===== src/rtl/atan2_cordic_if.sv =====
// Vector-in / angle-out bundle for the atan2 CORDIC pipeline.
// No handshake: a new vector may be presented every cycle.
interface atan2_cordic_if #(
  parameter int WIDTH = 16
);
  logic signed [WIDTH-1:0] sink_x;
  logic signed [WIDTH-1:0] sink_y;
  logic signed [WIDTH-1:0] source;

  modport master (output sink_x, output sink_y, input source);
  modport slave  (input sink_x, input sink_y, output source);
endinterface


===== src/rtl/atan2_cordic.sv =====
// Fully pipelined four-quadrant arctangent, CORDIC vectoring mode.
// Stage 1 folds the vector into the right half-plane, stages 2 and 3 each run
// half of the micro-rotations, stage 4 rounds and saturates the angle.
// The result is available exactly 4 cycles after the vector is sampled.
module atan2_cordic #(
  parameter int WIDTH = 16
) (
  input  logic           clk,
  input  logic           reset,
  atan2_cordic_if.slave  bus
);

  localparam int XW    = WIDTH + 4;   // 2 integer guard bits + 2 fractional guard bits
  localparam int ZW    = WIDTH + 2;   // internal angle: 1 LSB = 2^-(WIDTH-1) rad
  localparam int NITER = WIDTH - 2;
  localparam int N1    = NITER / 2;
  localparam int N2    = NITER - N1;

  function automatic real pow2(input int n);
    real r;
    r = 1.0;
    for (int k = 0; k < n; k++) r = r * 2.0;
    return r;
  endfunction

  function automatic int scaled_pi(input int frac_bits);
    return $rtoi(3.141592653589793 * pow2(frac_bits) + 0.5);
  endfunction

  // round(atan(2^-i) * 2^(WIDTH-1)); the Taylor series converges fast for t <= 1/2.
  function automatic logic signed [ZW-1:0] atan_const(input int i);
    real t, term, sum;
    int  v;
    t = 1.0;
    for (int k = 0; k < i; k++) t = t / 2.0;
    if (i == 0) begin
      sum = 0.7853981633974483;
    end else begin
      sum  = 0.0;
      term = t;
      for (int k = 0; k < 40; k++) begin
        if (k % 2 == 1) sum = sum - term / real'(2 * k + 1);
        else            sum = sum + term / real'(2 * k + 1);
        term = term * t * t;
      end
    end
    v = $rtoi(sum * pow2(WIDTH - 1) + 0.5);
    return v[ZW-1:0];
  endfunction

  localparam int                     PI_Z_I = scaled_pi(WIDTH - 1);
  localparam int                     PI_O_I = scaled_pi(WIDTH - 3);
  localparam logic signed [ZW-1:0]    PI_Z   = PI_Z_I[ZW-1:0];
  localparam logic signed [WIDTH-1:0] PI_O   = PI_O_I[WIDTH-1:0];
  localparam logic signed [ZW-1:0]    HALF   = 2;

  // rot = 0 means the angle is known exactly without rotating (y == 0);
  // the output is then 0 or +pi depending on pi.
  typedef struct packed {
    logic signed [XW-1:0] x;
    logic signed [XW-1:0] y;
    logic signed [ZW-1:0] z;
    logic                 rot;
    logic                 pi;
  } stage_t;

  function automatic stage_t rotate(input stage_t s, input int sh,
                                    input logic signed [ZW-1:0] k);
    stage_t r;
    logic signed [XW-1:0] xs, ys, xsh, ysh;
    r   = s;
    xs  = s.x;
    ys  = s.y;
    xsh = xs >>> sh;
    ysh = ys >>> sh;
    if (!ys[XW-1]) begin
      r.x = xs + ysh;
      r.y = ys - xsh;
      r.z = s.z + k;
    end else begin
      r.x = xs - ysh;
      r.y = ys + xsh;
      r.z = s.z - k;
    end
    return r;
  endfunction

  logic signed [XW-1:0]    xe, ye;
  logic                    x_neg;
  stage_t                  s1_d, s1_q, s2_q;
  stage_t                  chain_a [0:N1];
  stage_t                  chain_b [0:N2];
  logic signed [ZW-1:0]    z3_q;
  logic                    rot3_q, pi3_q;
  logic signed [WIDTH-1:0] zq, zsat, source_d, source_q;

  // Quadrant fold: mirror left-half-plane vectors and start z at +/-pi.
  always_comb begin
    // NOTE: every output gets a default first so no path can infer a latch.
    s1_d  = '0;
    xe    = {{2{bus.sink_x[WIDTH-1]}}, bus.sink_x, 2'b00};
    ye    = {{2{bus.sink_y[WIDTH-1]}}, bus.sink_y, 2'b00};
    x_neg = bus.sink_x[WIDTH-1];
    s1_d.x   = x_neg ? -xe : xe;
    s1_d.y   = x_neg ? -ye : ye;
    s1_d.z   = !x_neg ? '0 : (bus.sink_y[WIDTH-1] ? -PI_Z : PI_Z);
    s1_d.rot = |bus.sink_y;
    s1_d.pi  = x_neg;
  end

  assign chain_a[0] = s1_q;
  for (genvar i = 0; i < N1; i++) begin : g_rot_a
    localparam logic signed [ZW-1:0] K = atan_const(i);
    assign chain_a[i+1] = rotate(chain_a[i], i, K);
  end

  assign chain_b[0] = s2_q;
  for (genvar i = 0; i < N2; i++) begin : g_rot_b
    localparam logic signed [ZW-1:0] K = atan_const(N1 + i);
    assign chain_b[i+1] = rotate(chain_b[i], N1 + i, K);
  end

  // Output stage: round half-up to WIDTH bits, clamp to +/-pi, or emit the exact case.
  always_comb begin
    zq = WIDTH'((z3_q + HALF) >>> 2);
    if (zq > PI_O)       zsat = PI_O;
    else if (zq < -PI_O) zsat = -PI_O;
    else                 zsat = zq;
    source_d = rot3_q ? zsat : (pi3_q ? PI_O : '0);
  end

  // Pipeline registers; reset clears every stage so only zero-vector results drain out.
  always_ff @(posedge clk or posedge reset) begin
    if (reset) begin
      s1_q     <= '0;
      s2_q     <= '0;
      z3_q     <= '0;
      rot3_q   <= 1'b0;
      pi3_q    <= 1'b0;
      source_q <= '0;
    end else begin
      // NOTE: non-blocking so each stage captures its predecessor's pre-edge value.
      s1_q     <= s1_d;
      s2_q     <= chain_a[N1];
      z3_q     <= chain_b[N2].z;
      rot3_q   <= chain_b[N2].rot;
      pi3_q    <= chain_b[N2].pi;
      source_q <= source_d;
    end
  end

  assign bus.source = source_q;

endmodule


===== src/flat_wrapper.sv =====
// flat-port wrapper written by rule: the top's interface ports become plain ports
module atan2_cordic_flat 
#(
  parameter int WIDTH = 16
)
  (clk, reset, bus_sink_x, bus_sink_y, bus_source);
  atan2_cordic_if #(.WIDTH(WIDTH)) bus_i ();
  input  logic clk;
  input  logic reset;
  input wire logic [$bits(bus_i.sink_x)-1:0] bus_sink_x;
  input wire logic [$bits(bus_i.sink_y)-1:0] bus_sink_y;
  output wire logic [$bits(bus_i.source)-1:0] bus_source;
  assign bus_i.sink_x = bus_sink_x;
  assign bus_i.sink_y = bus_sink_y;
  assign bus_source = bus_i.source;
  atan2_cordic #(.WIDTH(WIDTH)) u_core (.clk(clk), .reset(reset), .bus(bus_i));
endmodule

===== config.mk =====
export PLATFORM = sky130hd
export DESIGN_NAME = atan2_cordic_flat
export DESIGN_NICKNAME = d
export VERILOG_FILES = /design/src/rtl/atan2_cordic_if.sv /design/src/rtl/atan2_cordic.sv /design/src/flat_wrapper.sv
export SDC_FILE = /design/constraint.sdc
export NUM_CORES = 2
export LEC_CHECK = 0
export BUFFER_PORTS_ARGS = -buffer_cell sky130_fd_sc_hd__buf_2
export CAP_MARGIN = 30
export CORE_MARGIN = 5
export CORE_UTILIZATION = 24
export DETAILED_ROUTE_END_ITERATION = 10
export MAX_ROUTING_LAYER = met4
export PLACE_DENSITY = 0.34
export SLEW_MARGIN = 20
export SYNTH_ARGS = -nofsm -noshare
export SYNTH_HDL_FRONTEND = slang
export SYNTH_SLANG_ARGS = --single-unit
export TNS_END_PERCENT = 10

===== constraint.sdc =====
create_clock -name clk -period 30.4 [get_ports clk]
set_input_delay 6.08 -clock clk [delete_from_list [all_inputs] [get_ports clk]]
set_output_delay 6.08 -clock clk [all_outputs]
set_load 0.02 [all_outputs]

After elaboration in Yosys (flattened, before gate mapping)
Cells that the tools add are included.

Equality and inequality tests: 0. Bitwise operators: 0. Shift operators: 0. Divide/modulo/power cells: 0. $mul: 0. Reductions and logical operators: 1. Multiplexer cells: 22. $add $sub $neg: 80. Magnitude comparators: 2.

Operators with widths (count): two-way mux 58 bit (12); two-way mux 18 bit (3); two-way mux 16 bit (3); adder 20 x 10 -> 20 bit (2); adder 20 x 11 -> 20 bit (2); adder 20 x 12 -> 20 bit (2); adder 20 x 13 -> 20 bit (2); adder 20 x 14 -> 20 bit (2); adder 20 x 15 -> 20 bit (2); adder 20 x 16 -> 20 bit (2); adder 20 x 17 -> 20 bit (2); adder 20 x 18 -> 20 bit (2); adder 20 x 19 -> 20 bit (2); adder 20 x 9 -> 20 bit (2); two-way mux 20 bit (2); negator 18 -> 20 bit (2); subtractor 20 x 10 -> 20 bit (2); subtractor 20 x 11 -> 20 bit (2); subtractor 20 x 12 -> 20 bit (2); subtractor 20 x 13 -> 20 bit (2); subtractor 20 x 14 -> 20 bit (2); subtractor 20 x 15 -> 20 bit (2); subtractor 20 x 16 -> 20 bit (2); subtractor 20 x 17 -> 20 bit (2); other kinds (39) (45).

Register bits: 156. Word-level logic and storage cells: 119. Memories: 0. Latch bits: 0. Output and inout port bits: 16. Input bits: 34. ROM bits: 0. Memory bits (writable): 0.

Depth between registers and ports, before layout
Depth after elaboration: 14. Depth in mapped cells: 126. Gate-level depth less buffers: 116.

Worst setup path after synthesis
Ideal clock, no wire load.

Path kind: register to register. Start point: reg u_core.s1_q (netlist bit u_core.chain_a[443]). End point: reg u_core.s2_q (netlist bit u_core.chain_b[478]). Data arrival time: 23.173 ns. Library setup time: 0.080 ns. Required time: 30.320 ns. Setup slack: 7.147 ns. Buffers on the path: 12. Clock period less this slack: 23.253 ns. Cell stages (with the launch flop): 126. Cell sequence: dfrtp_1 -> inv_1 -> ha_1 -> buf_2 -> nor2b_1 -> o311a_1 -> o211a_1 -> o311a_1 -> nand4_1 -> nand3_1 -> nor2_1 -> clkbuf_1 -> clkbuf_1 -> nor2_1 -> xnor2_1 -> ha_1 -> a211oi_1 -> o21bai_1 -> [... 90 more ...] -> a21boi_0 -> o21ai_0 -> a21boi_0 -> o21ai_0 -> nand2b_1 -> and2_1 -> o21ai_0 -> nand2b_1 -> and2_1 -> o21ai_0 -> nand2b_1 -> a21o_1 -> a21o_1 -> a21o_1 -> a21o_1 -> a21o_1 -> a21oi_1 -> xnor2_1.

RTL lines: start: declaration (RTL line atan2_cordic.sv:90) `stage_t s1_d, s1_q, s2_q;`; start signal: assignment (RTL line atan2_cordic.sv:135) `s1_q <= '0;`; start signal: assignment (RTL line atan2_cordic.sv:143) `s1_q <= s1_d;`; end signal: assignment (RTL line atan2_cordic.sv:144) `s2_q <= chain_a[N1];`; end: declaration (RTL line atan2_cordic.sv:90).

==> load_flow_metrics.sql <==
INSERT INTO impl_metrics (metric_group, metric, value, unit) VALUES
('outcome', 'outcome', 'finished, final reports clean', ''),
('finish', 'nets', '6174', ''),
('timing', 'final.setup_skew', '0.01843', 'ns'),
('logic_synthesis', 'synth-simple-area-share', '0.2018', ''),
('timing', 'timing.max_slew.rel_slack', '0.3456', ''),
('route', 'drt_iter0_drcs', '1849', ''),
('timing', 'finalWorstPathRequiredPeriod', '27.03', 'ns'),
('place', 'place.gp.congestion', '0.8283', ''),
('logic_synthesis', 'yosysWarnings', '0', ''),
('route', 'initial_drt_pass_iterations', '5', ''),
('floorplanning', 'design.die.area', '0.1764', 'mm^2'),
('logic_synthesis', 'synth_top_family_by_area', 'compound AO/OA/AOI/OAI gates', ''),
('logic_synthesis', 'yosysUniqueCellTypes', '113', ''),
('place', 'setup_slack_placement', '3.265', 'ns'),
('place', 'io_buf_count', '49', ''),
('logic_synthesis', 'synth-edff-count', '0', ''),
('cts', 'htree_num_levels', '4', ''),
('floorplanning', 'core_area', '0.1672', 'mm^2'),
('global_routing', 'grtUsageTotal', '0.1519', ''),
('worst_setup_path', 'max_stage_delay', '0.65', 'ns'),
('finish', 'final_cell_mix', 'ha_1 (666), xnor2_1 (550), nor2_1 (465)', ''),
('finish', 'commonest_non_fill_non_tap_cell_in_the_layout', 'ha_1', ''),
('worst_setup_path', 'r2r-start', 'u_core.chain_a[450]', ''),
('finish', 'share_of_the_core_filled_with_cells_in_the_final_layout', '0.2625', ''),
('global_routing', 'first_global_vias', '36820', ''),
('floorplanning', 'floorplan.die.width', '420.0', 'um'),
('cts', 'clock_latency', '0.48', 'ns'),
('logic_synthesis', 'yosys-mux-area-fraction', '0.01030', ''),
('worst_hold_path', 'hold_path_class', 'reg2reg', ''),
('finish', 'post_route_cells_drive_above_1_share', '0.04494', ''),
('cts', 'cts-root-buf', 'clkbuf_16', ''),
('place', 'dpl.hpwl', '112500', 'um'),
('logic_synthesis', 'synth_ff_type', 'dfrtp_1', ''),
('worst_setup_path', 'slowest_stage_cell_cp', 'ha_1', ''),
('cts', 'clkSlewWorstSetupHoldPaths', '0.07', 'ns'),
('worst_hold_path', 'worst_hold_path.num_cells', '0', ''),
('route', 'drc', '0', ''),
('route', 'drt-wirelength-per-cell', '17.20', 'um'),
('floorplanning', 'pin_count', '50', ''),
('place', 'placed_cells_incl_taps', '7622', ''),
('worst_setup_path', 'criticalPathCategory', 'reg2reg', ''),
('global_routing', 'grt_antenna_before_repair', '0', ''),
('logic_synthesis', 'synthAdderAreaFrac', '0.2242', ''),
('route', 'route.vias.total', '37100', ''),
('logic_synthesis', 'syn-mean-instance-area', '7.430', 'um^2'),
('timing', 'timing.final.max_slew_violations', '0', ''),
('timing', 'post-route-worst-setup-slack', '3.370', 'ns'),
('logic_synthesis', 'synth_compound_area_frac', '0.2547', ''),
('floorplanning', 'dieHeight', '420.0', 'um'),
('route', 'route.final.wire_length', '131700', 'um'),
('global_routing', 'grt_overflow', '0', ''),
('logic_synthesis', 'post-synth-top-area-cell', 'ha_1', ''),
('worst_hold_path', 'hold_path.startpoint', 'u_core.chain_b[0]', ''),
('timing', 'fin_tns_setup', '0', 'ns'),
('cts', 'cts_hold_buffers', '0', ''),
('finish', 'final.fill_count', '18500', ''),
('worst_setup_path', 'regToRegSetupSlack', '3.37', 'ns'),
('finish', 'finalNonFillerCells', '7656', ''),
('finish', 'area_growth_syn_to_layout', '8.786', '%'),
('job', 'max_cap_viol_count', '0', ''),
('logic_synthesis', 'synth_top_area_frac', '0.2065', ''),
('timing', 'fmaxAchievable', '37.00', 'MHz'),
('cts', 'tritoncts', 'done', ''),
('worst_setup_path', 'critical_path_required_time', '30.79', 'ns'),
('logic_synthesis', 'synth_xor_area_frac', '0.1737', ''),
('worst_setup_path', 'worst_path_most_repeated_cell', 'a21oi_1', ''),
('route', 'vias_per_cell', '4.845', ''),
('worst_setup_path', 'depth_of_the_most_critical_reg_to_reg_path', '121', ''),
('timing', 'post-route-period-util', '0.8891', ''),
('global_routing', 'grt_first_pass_wirelength', '210600', 'um'),
('logic_synthesis', 'synth_top_cells_by_area', 'ha_1 (21%), xnor2_1 (12%), dfrtp_1 (8.3%), a21oi_1 (5.7%), xor2_1 (4.8%)', '');
metrics by stage:
stage / hold WS, ns / area, um^2
4_1_cts: 0.3486 / 43860
2_1_floorplan: 0.3312 / 40350
3_3_place_gp: 0.3324 / 43220
3_5_place_dp: 0.3347 / 43250
6_report: 0.3480 / 43890
5_1_grt: 0.3530 / 43890
worst min path at each step:
stage	endpoint	slack, ns
3_3_place_gp	u_core.rot3_q	0.33
6_report	u_core.pi3_q	0.35
4_1_cts	u_core.pi3_q	0.35
2_1_floorplan	u_core.chain_b[1]	0.33
5_1_grt	u_core.pi3_q	0.35
3_5_place_dp	u_core.chain_b[1]	0.33
cells by family (layout without fill, tap and decap cells):
group                      count (synthesis)  after routing
other                                      1              2
adders and majority gates                702            702
buffers and inverters                    549            570
xor gates and xnor gates                 784            784
and+or+nand+nor                         1617           1617
DFF                                      134            134
AOI/OAI and AO/OA                       1604           1604
muxes                                     39             39
sequential cells by signal (all words and copies together) (netlist names):
signal,cells
u_core.bus.source,16
u_core.chain_a,40
u_core.chain_b,59
u_core.pi3_q,1
u_core.rot3_q,1
u_core.z3_q,17
synth_stat cells, types with 53 or more instances:
library cell	instances
nor2b_1	85
nor3_1	170
o21a_1	80
or3_1	61
o31ai_1	65
nand2_1	313
o21bai_1	92
xor2_1	222
a21oi_1	463
clkbuf_1	73
dfrtp_1	134
nor4_1	53
nand2b_1	97
a211oi_1	54
ha_1	666
o21ai_0	362
xnor2_1	551
a21o_1	145
inv_1	437
nor2_1	466
nand3_1	93
layout make-up:
type	count	area (um^2)	area share
clock buffers	17	425.4	0.009693
multi-input cells	4748	34920	0.7956
well taps	2204	2758	0.06283
clock inverters	15	183.9	0.004191
inverters	446	1679	0.03826
repair buffers	92	571.8	0.01303
flip-flops and latches	134	3354	0.07643
per-layer routing:
layer / GRT usage / up-vias / routed length, um
met2: 0.2617 / 320 / 63620
li1: - / 19480 / -
met3: 0.008049 / 51 / 1789
met4: 0.02072 / 0 / 1117
met1: 0.2016 / 17240 / 65150
met5: - / - / 0
critical path: cells and delay by family (launching register included):
kind	cells	cell delay (ns)
AND/OR/NAND/NOR	19	3.42
AO/OA/AOI/OAI	71	14.03
adder cells (fa/ha/maj)	7	2.52
multiplexers	3	1.28
XOR/XNOR	8	1.18
buffers and inverters	13	3.94
flip-flops	1	0.37
Power is left out: the tool's default activity adds up to more than one toggle a clock period on the data nets, which glitch-free logic cannot reach.
